===== config.mk =====
export PLATFORM = sky130hd
export DESIGN_NAME = draw_engine
export DESIGN_NICKNAME = d
export VERILOG_FILES = /design/src/rtl/draw_engine.sv
export SDC_FILE = /design/constraint.sdc
export NUM_CORES = 1
export LEC_CHECK = 0
export ABC_AREA = 1
export ABC_CLOCK_PERIOD_IN_PS = 2700
export CORE_ASPECT_RATIO = 1.4
export CORE_MARGIN = 2
export CORE_UTILIZATION = 49
export DETAILED_ROUTE_END_ITERATION = 10
export PLACE_DENSITY = 0.77
export SLEW_MARGIN = 15
export SYNTH_ARGS = -nofsm -noshare
export SYNTH_HDL_FRONTEND = slang
export SYNTH_SLANG_ARGS = --single-unit

===== constraint.sdc =====
create_clock -name clock -period 2.7 [get_ports clock]
set_input_delay 0.675 -clock clock [delete_from_list [all_inputs] [get_ports clock]]
set_output_delay 0.675 -clock clock [all_outputs]
set_load 0.02 [all_outputs]

===== src/rtl/draw_engine.sv =====
// draw_engine: copies a 16x16 sprite or a 160x120 screen from a source memory
// into the frame buffer, with transparency and screen-edge clipping.
`default_nettype none

module draw_engine #(
  parameter int         SPR_W       = 16,
  parameter int         SCR_W       = 160,
  parameter int         SCR_H       = 120,
  parameter logic [2:0] TRANSPARENT = 3'b101
) (
  input  logic        clock,
  input  logic        resetn,
  input  logic        copy_enable,
  input  logic        full_screen,
  input  logic [1:0]  memory_select,
  input  logic [3:0]  sprite_id,
  input  logic [7:0]  tile_x,
  input  logic [6:0]  tile_y,
  output logic [1:0]  src_bank,
  output logic [14:0] src_addr,
  input  logic [2:0]  src_data,
  output logic [7:0]  buf_x,
  output logic [6:0]  buf_y,
  output logic [2:0]  buf_colour,
  output logic        buf_we,
  output logic        finished,
  output logic        busy
);

  typedef enum logic [1:0] {IDLE, RUN, FLUSH, DONE} state_t;

  state_t      state;
  state_t      state_next;

  logic        fs;
  logic [1:0]  bank;
  logic [3:0]  id;
  logic [7:0]  tx;
  logic [6:0]  ty;
  logic [7:0]  px;
  logic [6:0]  py;
  logic        pv;
  logic [7:0]  ppx;
  logic [6:0]  ppy;

  logic [7:0]  x_max;
  logic [6:0]  y_max;
  logic        px_end;
  logic        py_end;
  logic [14:0] fs_addr;
  logic [8:0]  wx;
  logic [7:0]  wy;
  logic        visible;

  assign x_max  = fs ? 8'(SCR_W - 1) : 8'(SPR_W - 1);
  assign y_max  = fs ? 7'(SCR_H - 1) : 7'(SPR_W - 1);
  assign px_end = (px == x_max);
  assign py_end = (py == y_max);

  always_ff @(posedge clock or negedge resetn) begin
    if (!resetn) state <= IDLE;
    else         state <= state_next;
  end

  always_comb begin
    state_next = state;
    case (state)
      IDLE:    if (copy_enable) state_next = RUN;
      RUN: begin
        if (!copy_enable)          state_next = IDLE;
        else if (px_end && py_end) state_next = FLUSH;
      end
      FLUSH:   state_next = copy_enable ? DONE : IDLE;
      DONE:    state_next = IDLE;
      default: state_next = IDLE;
    endcase
  end

  always_ff @(posedge clock or negedge resetn) begin
    if (!resetn) begin
      fs   <= 1'b0;
      bank <= 2'd0;
      id   <= 4'd0;
      tx   <= 8'd0;
      ty   <= 7'd0;
      px   <= 8'd0;
      py   <= 7'd0;
      pv   <= 1'b0;
      ppx  <= 8'd0;
      ppy  <= 7'd0;
    end else begin
      // pv marks that src_data next cycle belongs to the pixel at (ppx, ppy)
      pv  <= (state == RUN) && copy_enable;
      ppx <= px;
      ppy <= py;
      if (state == IDLE && copy_enable) begin
        fs   <= full_screen;
        bank <= memory_select;
        id   <= sprite_id;
        tx   <= tile_x;
        ty   <= tile_y;
        px   <= 8'd0;
        py   <= 7'd0;
      end else if (state == RUN && copy_enable) begin
        if (px_end) begin
          px <= 8'd0;
          py <= py_end ? 7'd0 : py + 7'd1;
        end else begin
          px <= px + 8'd1;
        end
      end
    end
  end

  // py*160 as shifts: 128 + 32
  assign fs_addr  = ({8'd0, py} << 7) + ({8'd0, py} << 5) + {7'd0, px};
  assign src_addr = (state != RUN) ? 15'd0
                  : fs ? fs_addr : {3'b000, id, py[3:0], px[3:0]};
  assign src_bank = bank;

  assign wx      = fs ? {1'b0, ppx} : {1'b0, tx} + {1'b0, ppx};
  assign wy      = fs ? {1'b0, ppy} : {1'b0, ty} + {1'b0, ppy};
  assign visible = (wx < 9'(SCR_W)) && (wy < 8'(SCR_H));

  assign buf_we     = pv && visible && (fs || src_data != TRANSPARENT);
  assign buf_colour = buf_we ? src_data : 3'd0;
  assign buf_x      = pv ? wx[7:0] : 8'd0;
  assign buf_y      = pv ? wy[6:0] : 7'd0;
  assign finished   = (state == DONE);
  assign busy       = (state != IDLE);

endmodule

`default_nettype wire

==> impl_metrics.py <==
metrics = {
    "status": {
        "run_status": "complete, but fails checks",
        "failed_checks": "setup timing",
    },
    "clock_tree": {
        "clk_transition_reported_paths_ns": 0.11,
        "cts_max_path_buffers": 2,
        "cts-hold-fix-buffers": 0,
        "clock_tree_from_tritoncts": "done",
        "numClockSinks": 55,
        "later_pin_clock_latency_in_the_skew_report_ns": 0.32,
        "htree_levels": 2,
        "tritoncts.num_buffers": 5,
        "root_buffer": "clkbuf_8",
    },
    "cells_and_area": {
        "stdcell_area_um2": 5730,
        "design.final.nets": 720,
        "layout-area-overhead-vs-synth_pct": 49.9,
        "layout.filler_cells": 566,
        "multi_input_comb_area_um2": 2630,
        "layout.cells.most_common_list": "nand2_1 (143), buf_4 (70), inv_1 (57)",
        "final_layout_size_suffix_gt1_frac": 0.325,
        "area.sequential_um2": 1380,
        "antennaDiodeCount": 0,
        "final_common_cell": "nand2_1",
        "final_core_util": 0.748,
        "layout.cells.non_filler": 759,
    },
    "grt": {
        "use_met2": 0.475,
        "gr-max-usage-layer": "met2",
        "grt_max_degree": 27,
        "grt_pass1_wl_um": 17600,
        "grt_met3_usage": 0.0217,
        "gr_ovfl_total": 0,
        "via_count_of_the_first_global_routing_pass": 3844,
        "grt.met1_usage": 0.309,
        "grtUsageTotal": 0.257,
        "antenna_found_initial": 0,
    },
    "setup_path": {
        "crit-reg2reg-launch": "fs",
        "crit_arrival_ns": 2.55,
        "endpoint_kind": "primary output",
        "reg2reg_setup_slack_ns": 0.89,
        "worstPathRequired_ns": 2.03,
        "timing.rr.end": "py[4]",
        "timing.setup.critical_path_class": "register to primary output",
        "r2r.worst_path.cells": 8,
        "cp-start-kind": "register",
        "path_max_fanout": 2,
    },
    "floorplan": {
        "die-area_um2": 8530,
        "floorplan.rows": 38,
        "die-width_um": 78.6,
        "die_h_um": 109,
        "fp.coreArea_um2": 7650,
        "ioPinCount": 66,
        "start_util": 0.499,
    },
    "min_path": {
        "min-delay-path-class": "primary input to async pin",
    },
    "sta": {
        "max_slew.worst_pin.slew_ns": 0.654,
        "timing_hold_violations_final": 0,
        "setup_ws_ns": -0.527,
        "setup_viol": 14,
        "setup_total_negative_slack_ns": -4.16,
        "max_slew_margin": 0.564,
        "timing.final.max_slew_violations": 0,
        "final.period_utilization": 1.20,
        "timing_limited_maximum_frequency_mhz": 310,
        "skew_ns": 0.00836,
        "unrepaired_setup_endpoints_after_global_routing": "true",
        "fin_crit_ns": 3.23,
    },
    "run": {
        "cap_violations": 0,
    },
    "drt": {
        "post_drt_via_cell_ratio": 5.19,
        "drtPass1Iterations": 5,
        "drcViolationCount": 0,
        "detail-route-antenna-nets": 0,
        "detail_route.iter0.violations": 219,
        "via_count": 3941,
        "drt_total_wl_um": 11000,
        "wl_per_cell_um": 14.5,
    },
    "yosys": {
        "yosysUniqueCellTypes": 39,
        "syn_nets": 586,
        "synth-seq-cells": 55,
        "synth_seq_area_share": 0.360,
        "post_synth_instance_area_um2": 3820,
        "synth_enable_flop_cells": 0,
        "synth.yosys.warnings": 0,
        "syn_inst_count": 524,
        "ys_async_sr_fraction": 1.00,
        "synth_ff_type": "dfrtp_1",
        "postSynthAreaPerCell_um2": 7.29,
    },
    "placement": {
        "gp_routability_congestion": 0.870,
        "place.port_buffers": 65,
        "placedCellCount": 735,
        "post_dp_cell_area_um2": 5000,
        "dp_worst_setup_slack_ns": -0.569,
        "place.detailed.hpwl_um": 7450,
    },
    "power_and_ir_drop": {
        "power.density_cell_area_nw_per_um2": 808,
        "vdd_drop_max_mv": 0.531,
        "power.leakage_uw": 0.00294,
    },
}
-- state kept, by name, summed over array words and instances (netlist names) --
| signal | count |
|---|---|
| ppx | 8 |
| tx | 8 |
| ppy | 7 |
| id | 4 |
| fs | 1 |
| state | 2 |
| px | 8 |
| ty | 7 |
| src_bank | 2 |
| pv | 1 |
| py | 7 |
-- critical path: stages (launching register included) --
cell	delay, ns
dfrtp_1	0.42
fa_1	0.60
inv_2	0.07
fa_2	0.38
o21ai_2	0.16
nand2_1	0.07
nand2_1	0.08
nand2_2	0.06
nand2_2	0.06
nand2_2	0.06
and3_4	0.15
buf_6	0.12
-- repair_timing --
action	4_1_cts	5_1_grt
setup endpoints to repair	27	25
pin swaps	26	41
setup buffers	8	10
resized for setup	174	73
-- metal layers --
metal / vias to the layer above / routed length (µm)
met1: 1884 / 4360
li1: 1949 / -
met5: - / 0
met4: 0 / 195
met3: 16 / 380
met2: 92 / 6100
-- cells in the mapped netlist (all sizes together), types with 4 or more instances --
cell    instances  area, µm²
xor2            7       61.3
inv            68        260
nor2           57        249
nand2         166        643
a21oi          25        125
dfrtp          55       1380
ha             30        375
o21ai          26        130
nor3            4       25.0
fa              4       80.1
buf             9       58.8
clkbuf          5       18.8
nand3          36        185
nand4           8       50.1
a211oi          5       42.5
-- report_power, final --
part	total, µW	internal, µW	switching [µW]	leakage (µW)
Clock	479	186	293	0.0000408
Combinational	2900	1380	1530	0.00219
Sequential	1250	1050	203	0.000717
-- stage by stage --
step	hold slack [ns]	power [µW]
floorplan	0.379	2510
global placement	0.415	3410
detailed placement	0.428	3490
CTS	0.243	4290
global route	0.254	4960
finish	0.237	4630
-- cell families after synthesis --
logic type	Yosys count	synth area share
xor+xnor	10	0.0229
buf+inv	82	0.0884
fa+ha+maj	34	0.119
compound gates	65	0.0959
simple gates	278	0.314
flops	55	0.360
-- cell type report --
| class | count | share of cell area |
|---|---|---|
| flip-flops and latches | 55 | 0.240 |
| multi-input cells | 387 | 0.458 |
| repair buffers | 141 | 0.218 |
| inverters | 68 | 0.0454 |
| well taps | 100 | 0.0218 |
| clock buffers | 5 | 0.0120 |
| clock inverters | 3 | 0.00415 |
-- worst max path at each step --
stage	endpoint	startpoint	slack, ns
final	src_addr[12]	py[0]	-0.53
after global routing	src_addr[12]	py[0]	-0.58
after CTS	src_addr[12]	py[2]	-0.48
after detailed placement	src_addr[14]	py[0]	-0.57
after global placement	src_addr[14]	py[0]	-0.53
after floorplan	src_addr[14]	py[0]	0.01
No activity file was read; power rests on OpenSTA's default activity.
